--- config.mk ---
export PLATFORM = sky130hd
export DESIGN_NAME = gencon
export DESIGN_NICKNAME = d
export VERILOG_FILES = /design/src/rtl/gencon.sv
export SDC_FILE = /design/constraint.sdc
export NUM_CORES = 1
export LEC_CHECK = 0
export CAP_MARGIN = 20
export CORE_ASPECT_RATIO = 0.75
export CORE_UTILIZATION = 58
export CTS_CLUSTER_DIAMETER = 150
export CTS_CLUSTER_SIZE = 20
export DETAILED_ROUTE_END_ITERATION = 12
export PLACE_DENSITY = 0.78
export SLEW_MARGIN = 40
export SYNTH_ARGS = -nofsm -noshare
export SYNTH_HDL_FRONTEND = slang
export SYNTH_SLANG_ARGS = --single-unit
--- constraint.sdc ---
create_clock -name clk -period 7.17 [get_ports clk]
set_clock_uncertainty 0.1 [all_clocks]
set_input_delay 0.717 -clock clk [delete_from_list [all_inputs] [get_ports clk]]
set_output_delay 0.717 -clock clk [all_outputs]
set_load 0.01 [all_outputs]
--- src/rtl/gencon.sv ---
`default_nettype none
// ============================================================================
//  Module   : gencon
//  Purpose  : Keypad calculator controller and datapath. Two signed decimal
//             operands are entered digit by digit, combined with add,
//             subtract or multiply, and the result is shown in
//             sign-magnitude form.
//  Revision : 1.0  initial release
// ============================================================================
module gencon (
    input  logic        clk,
    input  logic        nRST,
    input  logic [3:0]  keypad_input,
    input  logic        read_input,
    input  logic [2:0]  operator_input,
    input  logic        equal_input,
    output logic        complete,
    output logic [15:0] display_output,
    output logic [2:0]  tb_current_state
);

    // FSM state codes
    localparam logic [2:0] c_ENTER_A    = 3'd0;
    localparam logic [2:0] c_OP_LATCHED = 3'd1;
    localparam logic [2:0] c_DIGIT      = 3'd2;
    localparam logic [2:0] c_ENTER_B    = 3'd3;
    localparam logic [2:0] c_COMPUTE    = 3'd4;
    localparam logic [2:0] c_DONE       = 3'd5;

    // Operator codes
    localparam logic [2:0] c_OP_NEG = 3'b001;
    localparam logic [2:0] c_OP_ADD = 3'b010;
    localparam logic [2:0] c_OP_SUB = 3'b011;
    localparam logic [2:0] c_OP_MUL = 3'b100;

    localparam logic [14:0] c_MAG_MAX  = 15'h7FFF;
    localparam logic [18:0] c_MAG_LIM  = 19'd32767;
    localparam logic [31:0] c_RES_LIM  = 32'd32767;
    localparam logic [3:0]  c_MUL_LAST = 4'd14;

    // ------------------------------------------------------------------
    // Registered state
    // ------------------------------------------------------------------
    logic [2:0]  r_state;
    logic [14:0] r_mag_a;
    logic [14:0] r_mag_b;
    logic        r_sign_a;
    logic        r_sign_b;
    logic [2:0]  r_op;
    logic        r_in_b;       // set once the operator is latched: B is the live operand
    logic        r_read_prev;
    logic        r_oper_prev;  // operator_input was nonzero last cycle
    logic        r_complete;
    logic [15:0] r_result;     // formatted sign-magnitude result
    logic [31:0] r_acc;        // multiply magnitude accumulator
    logic [3:0]  r_cnt;        // multiply bit index into mag_b

    // ------------------------------------------------------------------
    // Input qualification
    // ------------------------------------------------------------------
    logic w_digit_edge;
    logic w_sign_edge;
    logic w_op_valid;
    logic w_is_b_entry;

    assign w_digit_edge = read_input & ~r_read_prev & (keypad_input <= 4'd9);
    assign w_sign_edge  = (operator_input == c_OP_NEG) & ~r_oper_prev;
    assign w_op_valid   = (operator_input == c_OP_ADD) |
                          (operator_input == c_OP_SUB) |
                          (operator_input == c_OP_MUL);
    assign w_is_b_entry = (r_state == c_ENTER_B);

    // ------------------------------------------------------------------
    // Digit accumulation: mag*10 + digit, saturated to 15 bits
    // ------------------------------------------------------------------
    logic [14:0] w_cur_mag;
    logic [18:0] w_mag_ext;
    logic [18:0] w_mag_calc;
    logic [14:0] w_mag_sat;

    assign w_cur_mag  = w_is_b_entry ? r_mag_b : r_mag_a;
    assign w_mag_ext  = {4'd0, w_cur_mag};
    assign w_mag_calc = (w_mag_ext << 3) + (w_mag_ext << 1) + {15'd0, keypad_input};
    assign w_mag_sat  = (w_mag_calc > c_MAG_LIM) ? c_MAG_MAX : w_mag_calc[14:0];

    // ------------------------------------------------------------------
    // Arithmetic in 32-bit two's complement
    // ------------------------------------------------------------------
    logic [31:0] w_a_abs;
    logic [31:0] w_b_abs;
    logic [31:0] w_a_tc;
    logic [31:0] w_b_tc;
    logic [31:0] w_addsub;
    logic [31:0] w_pp;
    logic [31:0] w_acc_next;
    logic [31:0] w_mul_tc;
    logic [31:0] w_raw;

    assign w_a_abs  = {17'd0, r_mag_a};
    assign w_b_abs  = {17'd0, r_mag_b};
    assign w_a_tc   = r_sign_a ? (32'd0 - w_a_abs) : w_a_abs;
    assign w_b_tc   = r_sign_b ? (32'd0 - w_b_abs) : w_b_abs;
    assign w_addsub = (r_op == c_OP_SUB) ? (w_a_tc - w_b_tc) : (w_a_tc + w_b_tc);

    // One partial product per cycle; the sign is applied only to the final sum
    assign w_pp       = r_mag_b[r_cnt] ? (w_a_abs << r_cnt) : 32'd0;
    assign w_acc_next = r_acc + w_pp;
    assign w_mul_tc   = (r_sign_a ^ r_sign_b) ? (32'd0 - w_acc_next) : w_acc_next;

    assign w_raw = (r_op == c_OP_MUL) ? w_mul_tc : w_addsub;

    // ------------------------------------------------------------------
    // Result formatting: clamp to +/-32767, sign-magnitude, zero is +0
    // ------------------------------------------------------------------
    logic        w_raw_neg;
    logic [31:0] w_raw_abs;
    logic [15:0] w_fmt;

    assign w_raw_neg = w_raw[31];
    assign w_raw_abs = w_raw_neg ? (32'd0 - w_raw) : w_raw;
    assign w_fmt     = (w_raw_abs > c_RES_LIM) ? {w_raw_neg, c_MAG_MAX}
                                               : {w_raw_neg, w_raw_abs[14:0]};

    // Edge-detect history for the digit strobe and operator keys
    always_ff @(posedge clk) begin
        if (nRST) begin
            r_read_prev <= 1'b0;
            r_oper_prev <= 1'b0;
        end else begin
            r_read_prev <= read_input;
            r_oper_prev <= (operator_input != 3'd0);
        end
    end

    // Main controller: operand entry, operator latch, compute and completion
    always_ff @(posedge clk) begin
        if (nRST) begin
            r_state    <= c_ENTER_A;
            r_mag_a    <= 15'd0;
            r_mag_b    <= 15'd0;
            r_sign_a   <= 1'b0;
            r_sign_b   <= 1'b0;
            r_op       <= 3'd0;
            r_in_b     <= 1'b0;
            r_complete <= 1'b0;
            r_result   <= 16'd0;
            r_acc      <= 32'd0;
            r_cnt      <= 4'd0;
        end else begin
            case (r_state)
                c_ENTER_A, c_ENTER_B: begin
                    if (w_digit_edge) begin
                        if (w_is_b_entry) begin
                            r_mag_b <= w_mag_sat;
                        end else begin
                            r_mag_a <= w_mag_sat;
                        end
                        r_complete <= 1'b0;
                        r_state    <= c_DIGIT;
                    end else if (w_sign_edge) begin
                        if (w_is_b_entry) begin
                            r_sign_b <= ~r_sign_b;
                        end else begin
                            r_sign_a <= ~r_sign_a;
                        end
                        r_complete <= 1'b0;
                    end else if (!w_is_b_entry && w_op_valid) begin
                        r_op     <= operator_input;
                        r_mag_b  <= 15'd0;
                        r_sign_b <= 1'b0;
                        r_in_b   <= 1'b1;
                        r_state  <= c_OP_LATCHED;
                    end else if (w_is_b_entry && equal_input) begin
                        r_acc   <= 32'd0;
                        r_cnt   <= 4'd0;
                        r_state <= c_COMPUTE;
                    end
                end

                c_OP_LATCHED: begin
                    r_state <= c_ENTER_B;
                end

                c_DIGIT: begin
                    r_state <= r_in_b ? c_ENTER_B : c_ENTER_A;
                end

                c_COMPUTE: begin
                    if ((r_op == c_OP_MUL) && (r_cnt != c_MUL_LAST)) begin
                        r_acc <= w_acc_next;
                        r_cnt <= r_cnt + 4'd1;
                    end else begin
                        r_result   <= w_fmt;
                        r_complete <= 1'b1;
                        r_state    <= c_DONE;
                    end
                end

                c_DONE: begin
                    r_mag_a  <= 15'd0;
                    r_mag_b  <= 15'd0;
                    r_sign_a <= 1'b0;
                    r_sign_b <= 1'b0;
                    r_op     <= 3'd0;
                    r_in_b   <= 1'b0;
                    r_acc    <= 32'd0;
                    r_cnt    <= 4'd0;
                    r_state  <= c_ENTER_A;
                end

                default: begin
                    r_state <= c_ENTER_A;
                end
            endcase
        end
    end

    // A held result takes precedence; otherwise show the operand being entered
    assign display_output   = r_complete ? r_result
                                         : (r_in_b ? {r_sign_b, r_mag_b} : {r_sign_a, r_mag_a});
    assign complete         = r_complete;
    assign tb_current_state = r_state;

endmodule
`default_nettype wire

* Yosys cells after proc, flatten, opt, wreduce, memory -nomap -nowiden
Index checks and enable logic that the tools add are counted.
Storage, ports and cells: bits in registers 94, input port bits 11, output and inout bits 20, logic and storage cells 149
Operators by class: add/subtract/negate cells 10, $lt $le $gt $ge 4, eq/ne operators 29, shift-type cells 1, mux-type cells 62, bitwise operators 11, reductions and logical operators 19
Operator list (number):
- 32-bit two-way mux | 12
- 15-bit two-way mux | 9
- 32-bit case mux with 3 select lines | 1
- 32-bit adder | 2
- 1-bit by 32-bit subtractor with 32-bit output (first input constant) | 2
- 15-bit case mux with 2 select lines | 2
- 32-bit by 15-bit > comparator with 1-bit output (second input constant) | 1
- 16-bit two-way mux | 2
- 15-bit by 4-bit left shift with 32-bit output | 1
- 1-bit by 15-bit subtractor with 16-bit output (first input constant) | 2
- 32-bit subtractor | 1
- 3-bit two-way mux | 8
- 4-bit two-way mux | 5
- 2-bit inequality test (second input constant) | 10
- 18-bit by 16-bit adder with 19-bit output | 1
- 19-bit by 4-bit adder with 19-bit output | 1
- 19-bit by 15-bit > comparator with 1-bit output (second input constant) | 1
- 3-bit inequality test (second input constant) | 6
- 4-bit AND reduction | 4
- 3-bit by 2-bit equality test with 1-bit output (second input constant) | 5
- 1-bit two-way mux | 14
- 3-bit equality test (second input constant) | 4
- 3-bit case mux with 4 select lines | 1
- 4-bit case mux with 3 select lines | 1
- other kinds (22) | 40

* Longest topological paths before layout
Gate-level depths: netlist (run 1).
depth in word-level cells 11, mapped depth 34

* Worst setup path after synthesis (run 1)
OpenSTA, ideal clock, no wires.
path kind flip-flop to flip-flop, from register r_cnt[0], to register r_result[4], library setup time 134 ps, arrival time 6634 ps, slack 302 ps, stages on the path, launching flop included 28, cells stage by stage dfxtp_1 > clkbuf_1 > mux4_2 > mux2i_1 > or2_2 > clkbuf_1 > and2_0 > clkbuf_1 > clkbuf_1 > nor2_1 > ha_1 > buf_2 > a21oi_1 > o221ai_1 > a21o_1 > xnor2_1 > o221ai_1 > o41ai_1 > xor2_1 > mux2i_1 > nor4_4 > nor3b_2 > nor4b_1 > o32ai_1 > or4_1 > nor4_4 > buf_6 > a211oi_1
Between the ends: word-level cells in the longest chain between the ends 11, elaborated cells between the ends (all ways) 16, classes of those cells add/sub (3); order compare (1); eq/ne (1); shift (1); mux (7); bitwise (1); reduce/logical (2)
RTL lines:
- start, declared | line 56 | logic [3:0] r_cnt;
- start signal, assigned | line 191 | r_cnt <= r_cnt + 4'd1;
- 1-bit binary-select mux with 4-bit select | line 106 | assign w_pp = r_mag_b[r_cnt] ? (w_a_abs << r_cnt) : 32'd0;
- 1-bit two-way mux (not written as such) | line 106
- 32-bit two-way mux | line 106
- 32-bit adder | line 107 | assign w_acc_next = r_acc + w_pp;
- 1-bit by 32-bit subtractor with 32-bit output | line 108 | assign w_mul_tc = (r_sign_a ^ r_sign_b) ? (32'd0 - w_acc_next) : w_acc_next;
- 32-bit two-way mux | line 108
- 32-bit two-way mux | line 110 | assign w_raw = (r_op == c_OP_MUL) ? w_mul_tc : w_addsub;
- 1-bit by 32-bit subtractor with 32-bit output | line 120 | assign w_raw_abs = w_raw_neg ? (32'd0 - w_raw) : w_raw;
- 32-bit two-way mux | line 120
- 32-bit by 15-bit > comparator with 1-bit output | line 121 | assign w_fmt = (w_raw_abs > c_RES_LIM) ? {w_raw_neg, c_MAG_MAX}
- 15-bit two-way mux | line 121
- end signal, assigned | line 193 | r_result <= w_fmt;
- end, declared | line 54 | logic [15:0] r_result;
Several ways; a longest one is shown, not always the timed one. The select of a mux whose other input is x is not followed. A chain may end at the register's enable or synchronous reset.

* Worst setup path after layout (run 1)
from register r_cnt[0], to register r_result[3]
The elaborated chain is that of the path after synthesis.

==> flow_summary.toml, run 1 <==
[status]
status = "completed"

[finish]
fillerInstances = 1952
drive_above_1_share_pct = 12.9
fin_nets = 1939
antenna_cells = 0
fin_area_sq_mm = 0.0145
layout-area-overhead-vs-synth_pct = 11.4

[worst_setup_path]
arrival_ns = 7.11
path_class = "reg -> reg"
cp-start-kind = "flop"
crit_chain = "mux4_2 -> mux2i_1 -> or2_2 -> nor2_1 -> ha_1 -> fa_1 -> a211oi_4 -> o31ai_4 -> xnor2_2 -> a211oi_2 -> o21a_1 -> or4_4 -> a211oi_4 -> nand4_1 -> nor4_4 -> nand2_1 -> o21ai_0 -> o21ai_0 -> or4_4 -> nor4_4 -> buf_4 -> a211oi_1"
path_buf_inv = 1
required_ns = 7.28
crit_path_end_kind = "flop"
cp_top_family = "simple AND/OR/NAND/NOR gates"
slowest_stage = "or4_4"
worstPathMaxFanout = 9
worst_path_largest_cell_delay_ns = 0.56

[min_path]
hp-class = "reg -> reg"

[logic_synthesis]
synth_async_sr_flop_share_pct = 0
syn_area_sq_mm = 0.0130
synth_area_leaders = "dfxtp_1 (14%), ha_1 (9.3%), nor2_1 (7.0%)"
postSynthCellCount = 1819
synthTopCellsByCount = "nor2_1 (241), nand2_1 (175), o21ai_0 (139)"
syn_nets = 1931
synthDominantCellAreaShare_pct = 14.5
synth_top_area_cell = "dfxtp_1"
synth_edf_count = 0
syn_avg_cell_area_sq_um = 7.14
synth_most_common_cell = "nor2_1"
synth-seq-area-share_pct = 14.5
synth_seq_cells = 94
ys_types = 102
yosysWarningCount = 0
synth_ff_type = "dfxtp_1"

[global_route]
grt_pass1_wl_mm = 69.6
antenna_found_initial = 1
grt_pass1_vias = 12700
grt_usage_pct = 38.1
grt_max_degree = 71
grt-ovfl-total = 0

[placed_design]
gp_congestion = 1.11
dpl_worst_slack_ns = -0.209
port_buffers = 30
dpl_cell_area_sq_mm = 0.0138
post-dp-hpwl_mm = 34.8

[timing]
final_hold_viol_count = 0
relSlewSlack_pct = 44.0
period_minus_slack_ns = 7.00
worst_slack_ns = 0.168
layout_worst_path_cycle_share_pct = 97.7
drv_slew = 0
fmax_mhz = 143
setup_violations = 0
worstMarginPinSlew_ns = 0.840

[detailed_routing]
drc_errors = 0
drtAntennaViolNets = 0
wire_per_inst_um = 21.1
vias = 14400
drt_first_pass_iters = 8
via_per_inst = 6.79
drt-initial-drc-count = 2106
drt_wl_total_mm = 44.9

[cts]
cts_buffers = 9
cts_tree = "yes"
cts-root-buf = "clkbuf_16"
cts.sinks = 94
clk_pin_slew_ns = 0.07
htree_levels = 3
ctsHoldBuffers = 0
cts_buffer_depth = 2
clkLatencyLatePin_ns = 0.37

[run]
maxCapViolations = 0

[floorplanning]
dieArea_sq_mm = 0.0230
die_x_um = 175
core_area_sq_mm = 0.0220
start_util_pct = 59.0
ioPinCount = 31
rows = 47
die_h_um = 132

[power_and_ir_drop]
vdd_drop_max_mv = 0.290
cellPowerDensity_mw_per_mm2 = 325
power.leakage_nw = 5.80
[final cells by class]
cell class | count | area (sq um) | area share, %
tap | 294 | 368 | 2.54
sequential | 94 | 1890 | 13.1
inverter | 45 | 169 | 1.17
clock buffer | 9 | 225 | 1.56
multi-input combinational | 1558 | 10700 | 74.2
timing repair buffer | 119 | 1000 | 6.91
clock inverter | 6 | 68.8 | 0.476
[worst paths after layout]
check                               to  slack [ns]                       from  cells past startpoint
min          r_result[15]$_SDFFE_PP0P_        0.42  r_result[15]$_SDFFE_PP0P_                      2
max reg2reg   r_result[3]$_SDFFE_PP0P_        0.17      r_cnt[0]$_SDFFE_PP0P_                     22
min reg2reg  r_result[15]$_SDFFE_PP0P_        0.42  r_result[15]$_SDFFE_PP0P_                      2
max           r_result[3]$_SDFFE_PP0P_        0.17      r_cnt[0]$_SDFFE_PP0P_                     22
[cell usage in the layout (no fill, tap or decap), types with 9 or more instances in the layout]
| cell | n |
|---|---|
| nand2b_1 | 12 |
| or3_1 | 14 |
| a21boi_0 | 10 |
| a31oi_1 | 28 |
| clkbuf_16 | 9 |
| mux2_2 | 24 |
| nor4_1 | 13 |
| and2_1 | 14 |
| o21ai_1 | 12 |
| o211ai_1 | 17 |
| dfxtp_1 | 86 |
| a211o_1 | 11 |
| mux2i_1 | 45 |
| o21ai_0 | 133 |
| nand3_1 | 43 |
| buf_4 | 86 |
| nand4_1 | 22 |
| ha_1 | 94 |
| nor2b_1 | 22 |
| nand2_1 | 174 |
| clkdlybuf4s50_1 | 29 |
| nor2_1 | 237 |
| nor3_1 | 34 |
| inv_1 | 43 |
| and3_1 | 21 |
| xnor2_1 | 70 |
| o21a_1 | 11 |
| a21o_1 | 31 |
| a211oi_1 | 37 |
| or2_2 | 11 |
| a22oi_1 | 33 |
| xor2_1 | 42 |
| a21oi_1 | 124 |
| o31ai_1 | 9 |
[sequential cells by signal, indices dropped and copies added (netlist names), 3 cells and up]
name              count
r_result             16
tb_current_state      3
r_acc                32
r_mag_a              15
r_cnt                 4
r_op                  3
r_mag_b              15
[worst reg2reg max path: cells and delay by family (launching register included)]
kind	cells	cell delay, ns
xor+xnor	1	0.42
flops	1	0.46
buf+inv	1	0.23
fa+ha+maj	2	0.73
mux	2	0.68
compound gates	8	1.74
simple gates	8	2.50
[report_power, final]
| part | switching (W) | leakage (nW) | internal, W |
|---|---|---|---|
| clock network | 0.000241 | 0.148 | 0.000273 |
| logic | 0.00211 | 4.89 | 0.00145 |
| registers | 0.0000668 | 0.764 | 0.000555 |
[kinds of logic after synthesis]
kind of cell               synth area share (%)
and+or+nand+nor                            25.4
AOI/OAI and AO/OA                          29.8
DFF                                        14.5
xor gates and xnor gates                   8.26
buffers and inverters                      5.11
other                                    0.0289
adders and majority gates                  9.96
muxes                                      7.01
[through the flow]
stage          std cells  setup TNS [ns]  hold slack, ns  util [%]  power [W]
2_1_floorplan       1819               0           0.362         -    0.00304
3_3_place_gp        2095           -2.37           0.390      62.5    0.00373
3_5_place_dp        2095           -2.91           0.390      62.6    0.00376
4_1_cts             2111               0           0.416      64.1    0.00430
5_1_grt             2125           -1.76           0.438      65.8    0.00498
6_report            2125               0           0.422      65.8    0.00470
[routing by layer]
layer	track usage [%]	routed length, um	up-vias
met5	0	9	-
met4	9.37	1100	2
met3	11.7	6090	97
met2	52.1	17600	889
met1	56.9	20100	6714
li1	-	-	6720
[timing repair]
action,4_1_cts,5_1_grt
pin swaps,1,18
gates cloned,0,1
setup endpoints to repair,15,15
resized for setup,5,59
buffers inserted,1,12
No activity file was read; power rests on OpenSTA's default activity.
==> run 2, diff against run 1 <==
--- a/config.mk
+++ b/config.mk
@@ -11,6 +11,7 @@
 export CTS_CLUSTER_DIAMETER = 150
 export CTS_CLUSTER_SIZE = 20
 export DETAILED_ROUTE_END_ITERATION = 12
+export GPL_ROUTABILITY_DRIVEN = 1
 export PLACE_DENSITY = 0.78
 export SLEW_MARGIN = 40
 export SYNTH_ARGS = -nofsm -noshare
==> results of run 2 <==
Final layout, timing and power as in run 1 (identical DEF).
